### src/rtl/sdram_port_arbiter.sv
// sdram_port_arbiter: round-robin sharing of one SDRAM controller port between two requesters.
// Optional macro SDRAM_ARB_LOCK_EN adds p0_lock/p1_lock to keep ownership across burst words.
module sdram_port_arbiter #(
    parameter int ADDR_W      = 23,
    parameter int DATA_W      = 16,
    parameter int MAX_PENDING = 4
) (
    input  logic                         clk,
    input  logic                         reset_n,
    input  logic                         p0_req,
    input  logic                         p0_we,
    input  logic [ADDR_W-1:0]            p0_addr,
    input  logic [DATA_W-1:0]            p0_din,
    output logic                         p0_ack,
    output logic                         p0_valid,
    output logic [DATA_W-1:0]            p0_dout,
    input  logic                         p1_req,
    input  logic                         p1_we,
    input  logic [ADDR_W-1:0]            p1_addr,
    input  logic [DATA_W-1:0]            p1_din,
    output logic                         p1_ack,
    output logic                         p1_valid,
    output logic [DATA_W-1:0]            p1_dout,
`ifdef SDRAM_ARB_LOCK_EN
    input  logic                         p0_lock,
    input  logic                         p1_lock,
`endif
    output logic                         mem_req,
    output logic                         mem_we,
    output logic [ADDR_W-1:0]            mem_addr,
    output logic [DATA_W-1:0]            mem_din,
    input  logic                         mem_ack,
    input  logic                         mem_valid,
    input  logic [DATA_W-1:0]            mem_dout,
    output logic [$clog2(MAX_PENDING):0] pending,
    output logic                         err_orphan
);

    localparam int PW = $clog2(MAX_PENDING) + 1;
    localparam int AW = $clog2(MAX_PENDING);

    typedef enum logic {IDLE, REQ} state_t;

    state_t                  state_q, state_d;
    logic                    owner_q, owner_d;
    logic                    last_grant_q, last_grant_d;
    logic                    mem_req_q, mem_req_d;
    logic                    mem_we_q, mem_we_d;
    logic [ADDR_W-1:0]       mem_addr_q, mem_addr_d;
    logic [DATA_W-1:0]       mem_din_q, mem_din_d;
    logic [MAX_PENDING-1:0]  fifo_q, fifo_d;
    logic [AW-1:0]           rd_ptr_q, rd_ptr_d;
    logic [AW-1:0]           wr_ptr_q, wr_ptr_d;
    logic [PW-1:0]           cnt_q, cnt_d;
    logic                    err_q, err_d;

    logic                    not_full;
    logic                    elig0, elig1;
    logic                    sel;
    logic                    push, pop;
    logic                    head;

`ifdef SDRAM_ARB_LOCK_EN
    logic                    lock_hold_q, lock_hold_d;
    logic                    lock_own_q, lock_own_d;
    logic                    held_elig;
`endif

    assign not_full = cnt_q < PW'(MAX_PENDING);
    assign elig0    = p0_req & (p0_we | not_full);
    assign elig1    = p1_req & (p1_we | not_full);
    assign head     = fifo_q[rd_ptr_q];
    assign pop      = mem_valid & (cnt_q != '0);

`ifdef SDRAM_ARB_LOCK_EN
    assign held_elig = lock_own_q ? elig1 : elig0;
`endif

    // Round-robin pick; a held burst owner overrides it while still eligible
    always_comb begin
        sel = 1'b0;
        if (elig0 && elig1) begin
            sel = ~last_grant_q;
        end else if (elig1) begin
            sel = 1'b1;
        end
`ifdef SDRAM_ARB_LOCK_EN
        if (lock_hold_q && held_elig) begin
            sel = lock_own_q;
        end
`endif
    end

    always_comb begin
        state_d      = state_q;
        owner_d      = owner_q;
        last_grant_d = last_grant_q;
        mem_req_d    = mem_req_q;
        mem_we_d     = mem_we_q;
        mem_addr_d   = mem_addr_q;
        mem_din_d    = mem_din_q;
        push         = 1'b0;
`ifdef SDRAM_ARB_LOCK_EN
        lock_hold_d  = lock_hold_q;
        lock_own_d   = lock_own_q;
`endif
        unique case (state_q)
            IDLE: begin
`ifdef SDRAM_ARB_LOCK_EN
                if (lock_hold_q && !held_elig) begin
                    lock_hold_d = 1'b0;
                end
`endif
                if (elig0 || elig1) begin
                    owner_d    = sel;
                    mem_req_d  = 1'b1;
                    mem_we_d   = sel ? p1_we : p0_we;
                    mem_addr_d = sel ? p1_addr : p0_addr;
                    mem_din_d  = sel ? p1_din : p0_din;
                    state_d    = REQ;
                end
            end
            REQ: begin
                if (mem_ack) begin
                    mem_req_d    = 1'b0;
                    last_grant_d = owner_q;
                    push         = ~mem_we_q;
                    state_d      = IDLE;
`ifdef SDRAM_ARB_LOCK_EN
                    lock_hold_d  = owner_q ? p1_lock : p0_lock;
                    lock_own_d   = owner_q;
`endif
                end
            end
            default: state_d = IDLE;
        endcase
    end

    // Owner FIFO: one bit per outstanding read, popped by each returning word
    always_comb begin
        fifo_d   = fifo_q;
        wr_ptr_d = wr_ptr_q;
        rd_ptr_d = rd_ptr_q;
        if (push) begin
            fifo_d[wr_ptr_q] = owner_q;
            wr_ptr_d         = wr_ptr_q + AW'(1);
        end
        if (pop) begin
            rd_ptr_d = rd_ptr_q + AW'(1);
        end
        cnt_d = cnt_q + PW'(push) - PW'(pop);
        err_d = err_q | (mem_valid & (cnt_q == '0));
    end

    always_ff @(posedge clk or negedge reset_n) begin
        if (!reset_n) begin
            state_q      <= IDLE;
            owner_q      <= 1'b0;
            last_grant_q <= 1'b1;
            mem_req_q    <= 1'b0;
            mem_we_q     <= 1'b0;
            mem_addr_q   <= '0;
            mem_din_q    <= '0;
            fifo_q       <= '0;
            rd_ptr_q     <= '0;
            wr_ptr_q     <= '0;
            cnt_q        <= '0;
            err_q        <= 1'b0;
        end else begin
            state_q      <= state_d;
            owner_q      <= owner_d;
            last_grant_q <= last_grant_d;
            mem_req_q    <= mem_req_d;
            mem_we_q     <= mem_we_d;
            mem_addr_q   <= mem_addr_d;
            mem_din_q    <= mem_din_d;
            fifo_q       <= fifo_d;
            rd_ptr_q     <= rd_ptr_d;
            wr_ptr_q     <= wr_ptr_d;
            cnt_q        <= cnt_d;
            err_q        <= err_d;
        end
    end

`ifdef SDRAM_ARB_LOCK_EN
    always_ff @(posedge clk or negedge reset_n) begin
        if (!reset_n) begin
            lock_hold_q <= 1'b0;
            lock_own_q  <= 1'b0;
        end else begin
            lock_hold_q <= lock_hold_d;
            lock_own_q  <= lock_own_d;
        end
    end
`endif

    assign p0_ack     = (state_q == REQ) & mem_ack & ~owner_q;
    assign p1_ack     = (state_q == REQ) & mem_ack & owner_q;
    assign p0_valid   = pop & ~head;
    assign p1_valid   = pop & head;
    assign p0_dout    = mem_dout;
    assign p1_dout    = mem_dout;
    assign mem_req    = mem_req_q;
    assign mem_we     = mem_we_q;
    assign mem_addr   = mem_addr_q;
    assign mem_din    = mem_din_q;
    assign pending    = cnt_q;
    assign err_orphan = err_q;

endmodule

### config.mk
export PLATFORM = sky130hd
export DESIGN_NAME = sdram_port_arbiter
export DESIGN_NICKNAME = d
export VERILOG_FILES = /design/src/rtl/sdram_port_arbiter.sv
export SDC_FILE = /design/constraint.sdc
export NUM_CORES = 1
export LEC_CHECK = 0
export BUFFER_PORTS_ARGS = -buffer_cell sky130_fd_sc_hd__buf_2
export CAP_MARGIN = 25
export CORE_ASPECT_RATIO = 2
export CORE_MARGIN = 5
export CORE_UTILIZATION = 43
export DETAILED_ROUTE_END_ITERATION = 7
export HOLD_SLACK_MARGIN = 0.02
export PLACE_DENSITY_LB_ADDON = 0.05
export SYNTH_ARGS = -nofsm -noshare
export SYNTH_HDL_FRONTEND = slang
export SYNTH_SLANG_ARGS = --single-unit
### constraint.sdc
create_clock -name clk -period 2.5 [get_ports clk]
set_clock_uncertainty 0.2 [all_clocks]
set_input_delay 0.5 -clock clk [delete_from_list [all_inputs] [get_ports clk]]
set_output_delay 0.5 -clock clk [all_outputs]
set_load 0.05 [all_outputs]
==> Word-level counts from Yosys, hierarchy flattened <==
Cells that the tools add are included.
{ "word_totals": {"reg_bits": 56, "latchBits": 0, "ramBits": 0, "mem_bits_ro": 0, "input_bits": 102, "wordCells": 65, "memories": 0} }
{ "classes": {"n_addsub": 4, "multipliers": 0, "n_div": 0, "n_lt_le_gt_ge": 4, "eq_ne": 2, "shifts": 0, "n_mux": 18, "bitwise_logic": 17, "reduce_logical": 8} }
{ "op_table": {"columns": ["operator", "n"], "rows": [
  ["2-to-1 mux 23 bit", 1],
  ["2-to-1 mux 16 bit", 1],
  ["2-to-1 mux 1 bit", 11],
  ["bitwise AND 1 bit", 9],
  ["less-than comparator 2 x 3 -> 1 bit (second input constant)", 2],
  ["AND reduction 2 bit", 3],
  ["NOT 1 bit", 5],
  ["adder 2 x 1 -> 2 bit (second input constant)", 2],
  ["bitwise mux 4 bit", 1],
  ["!= test 2 bit (second input constant)", 2],
  ["one-hot mux 1 bit (2 select lines)", 2],
  ["adder 3 x 1 -> 3 bit", 1],
  ["logical NOT 3 bit", 1],
  ["less-than comparator 3 bit (second input constant)", 1],
  ["bitwise OR 1 bit", 3],
  ["nonzero test 3 bit", 1],
  ["subtractor 3 x 1 -> 3 bit", 1],
  ["binary-select mux 1 bit (select 2 bit)", 1],
  ["demux 1 bit (select 2 bit)", 1],
  [">= comparator 2 x 1 -> 1 bit (second input constant)", 1],
  ["logical AND 1 bit", 2],
  ["logical OR 1 bit", 1]
]} }

==> Depth between registers and ports, before layout <==
{ "logic_depth": {"word_depth": 6, "ltp_mapped": 10, "mapped_depth_nobuf": 10} }

==> Worst setup path before layout <==
No wires, ideal clock.
{ "synth_timing": {"path_kind": "flip-flop to flip-flop", "startpoint": "register cnt_q[2], in the netlist pending[2]", "endpoint": "register cnt_q[2], in the netlist pending[2]", "arrival_ns": 2.248, "t_required_ns": 2.155, "setup_slack_ns": -0.093, "path_stages_with_launch": 11, "n_path_buf": 0, "period_less_slack_ns": 2.593, "cell_sequence": "dfrtp_1 nor3_1 nand2b_1 inv_1 ha_1 inv_1 ha_1 inv_1 fa_1 xnor2_1 xnor2_1"} }
{ "synth_via": {"elab_chain_cells": 3, "elab_cells_between_ends": 4} }
{ "synth_rtl": {"columns": ["item", "line", "rtl"], "rows": [
  ["start, declared", "54", "logic [PW-1:0] cnt_q, cnt_d;"],
  ["start signal, assigned", "180", "cnt_q <= cnt_d;"],
  ["nonzero test 3 bit", "73", "assign pop = mem_valid & (cnt_q != '0);"],
  ["bitwise AND 1 bit", "73", null],
  ["via pop", "60", "logic push, pop;"],
  ["subtractor 3 x 1 -> 3 bit", "151", "cnt_d = cnt_q + PW'(push) - PW'(pop);"],
  ["via cnt_d[2]", "54", null]
]} }
The timed path passes the listed nets, and every way through them passes these cells.
A chain may end at the register's enable or synchronous reset.

==> Worst setup path after layout <==
{ "layout_timing": {"startpoint": "register cnt_q[1], in the netlist pending[1]", "endpoint": "register cnt_q[2], in the netlist pending[2]"} }
Same word-level chain as after synthesis.

==> results.cfg <==
[outcome]
outcome = complete, no violations

[worst_setup_path]
worstPathArrival_ps = 2340
rrSetupSlack_ps = 170
r2r-end = pending[2]
worstPathRequired_ps = 2510
cp-end-kind = register
reg2reg_depth = 10
crit_path_start_kind = register
critical_path_class = register to register
rr_startpoint = pending[1]
path_max_fanout = 4

[floorplan]
core-area_mm2 = 0.00662
ios = 183
initial_core_util = 0.441
die-area_mm2 = 0.00865
die_h_um = 127
std_cell_rows = 42
die_x_um = 68.3

[placed_design]
portBuffers = 134
placed_area_mm2 = 0.00346
pre_cts_ws_ps = 76.1
placed_cells = 503
gp_congestion = 0.731
hpwl_um = 5980

[worst_hold_path]
min_delay_path_depth = 2
min_to = state_q
hp-start = mem_ack
worstHoldPathType = primary input to register

[synthesis]
synth_compound_area_frac = 0.173
synthArstFlopShare = 1.00
synth_top_family_by_area = compound AO/OA/AOI/OAI gates
avgSynthCellArea_um2 = 9.13
seq_area_frac_synth = 0.480
syn_area_mm2 = 0.00292
synth_cell_types = 31
yosys_most_used_dff = dfrtp_1
synthXorXnorAreaFrac = 0.0150
synth_edf_count = 0
ys_seq_elements = 56
yosys.area_share.adder = 0.0325
syn-num-nets = 429
synth_cells = 320
synth_mux_area_frac = 0.0231
synth_simple_gate_area_frac = 0.138
synth-warning-count = 0

[global_routing]
antenna_found_initial = 2
globalRouteTotalUtil = 0.190
grt_pass1_wl_um = 12400
grt_max_degree = 42
gr-total-overflow = 0
grt_pass1_vias = 2686

[clock_network]
path_clk_slew_ps = 70
cts_tree = done
cts.sinks = 56
cts_buffers = 5
ctsHtreeMaxLevel = 2
insertion_delay_ps = 290
clockBufferDepth = 2
clockRootBuffer = clkbuf_16

[routing]
postRouteWirelength_um = 7790
via_count = 2517
vias_per_cell = 4.90
first_pass_iters = 4
drt_iter0_drc = 70
wl_met1_um = 2690
drc_errors = 0
final_antenna_net_count = 0
wl_met3_um = 463
highest_layer = met4
wl_per_cell_um = 15.2
dr_wl_met2_um = 4400

[power_and_ir_drop]
total_power_mw = 5.47
p_switching_mw = 2.85
power_density_mw_per_mm2 = 1500
pwr-share-seq = 0.300
p_sw_frac = 0.521
p_int_mw = 2.62
peakVddDrop_uv = 985
combPwrFrac = 0.572
p_leak_nw = 1.82
clockPowerShare = 0.128

[finish]
design_area_mm2 = 0.00363
areaGrowthSynthToFinish_pct = 24.3
layout-drive-gt1-share = 0.389
nNetsFinal = 532
stdcell_count = 514
fillers = 684
final_core_util = 0.549

[flow_run]
maxCapViolCount = 0

[sta]
setup-tns-final_ps = 0
fmax_mhz = 428
setup_viol = 0
max_slew_margin = 0.719
timing.final.ws_setup_ps = 165
worst_hold_slack_ps = 220
hold_violations = 0
worst_pin_slew_ps = 419
min_period_ps = 2330
drv_slew = 0
min_period_over_period = 0.934
rsz0062_at_grt = false
[flip-flops by register name, indices dropped and copies added (netlist names)]
signal	count
state_q	1
rd_ptr_q	2
last_grant_q	1
mem_req	1
mem_we	1
mem_din	16
owner_q	1
err_orphan	1
mem_addr	23
pending	3
fifo_q	4
wr_ptr_q	2
[cells by family (layout without fill, tap and decap cells)]
| group | after synthesis | count (layout) |
|---|---|---|
| xor gates and xnor gates | 5 | 5 |
| muxes | 5 | 5 |
| other | 0 | 2 |
| AOI/OAI and AO/OA | 91 | 91 |
| DFF | 56 | 56 |
| adders and majority gates | 7 | 7 |
| buffers and inverters | 56 | 160 |
| and+or+nand+nor | 100 | 100 |
[metal layers]
layer / track usage / vias up
met2: 0.350 / 85
met4: 0.0868 / 0
li1: - / 1225
met5: 0 / -
met3: 0.0363 / 14
met1: 0.196 / 1193
[Yosys cell counts (all sizes together), types with 2 or more instances]
cell | count | area share
o21ai | 2 | 0.0034
nor2 | 43 | 0.056
nand2b | 3 | 0.0073
a21o | 2 | 0.0051
ha | 6 | 0.026
nand2 | 49 | 0.063
a21oi | 81 | 0.14
inv | 8 | 0.010
mux2 | 4 | 0.015
xnor2 | 5 | 0.015
and2b | 2 | 0.0056
dfrtp | 55 | 0.47
buf | 47 | 0.12
[power by group through the flow]
stage	logic (mW)	clock network (mW)	registers, mW
global route	3.36	0.760	1.70
finish	3.13	0.702	1.64
global placement	3.13	0	1.64
floorplan	1.21	0	2.91
detailed placement	3.16	0	1.65
CTS	3.16	0.730	1.64
[critical path: stages (launching register included)]
cell and delay [ps]:
dfrtp_2 440, nor3_2 190, nand2b_4 170, inv_1 60, ha_1 280, inv_1 50
ha_1 130, inv_1 40, fa_1 370, xnor2_1 170, xnor2_1 140
[cells in the final DEF, fill, tap and decap left out, drive strengths merged, types with 3 or more instances in the layout]
master  instances
nand2          49
dfrtp          55
xnor2           5
a21oi          81
inv             8
buf           143
mux2            4
nor2           43
clkbuf          8
nand2b          3
ha              6
[worst max path at each step]
stage	start	to	slack, ps	depth (start not counted)
detailed placement	pending[1]	pending[2]	80	10
global placement	pending[1]	pending[2]	110	10
CTS	pending[1]	pending[2]	70	10
global route	pending[1]	pending[2]	10	10
floorplan	pending[0]	pending[2]	20	10
finish	pending[1]	pending[2]	170	10
[what timing repair did]
action | in CTS | in global routing
endpoints found under the hold margin | 14 | 0
gates resized for setup | 0 | 2
buffers inserted | 0 | 0
hold buffers | 1 | 0
endpoints found under the setup margin | 0 | 1
[area by class of cell]
cell class | instances | area, um2 | share of cell area
inverter | 8 | 30.0 | 0.00826
multi-input combinational | 208 | 1140 | 0.313
tap | 88 | 110 | 0.0303
sequential | 56 | 1410 | 0.387
timing repair buffer | 144 | 798 | 0.220
antenna | 2 | 5.00 | 0.00138
clock buffer | 8 | 146 | 0.0403
Power figures use the tool's default switching activity.
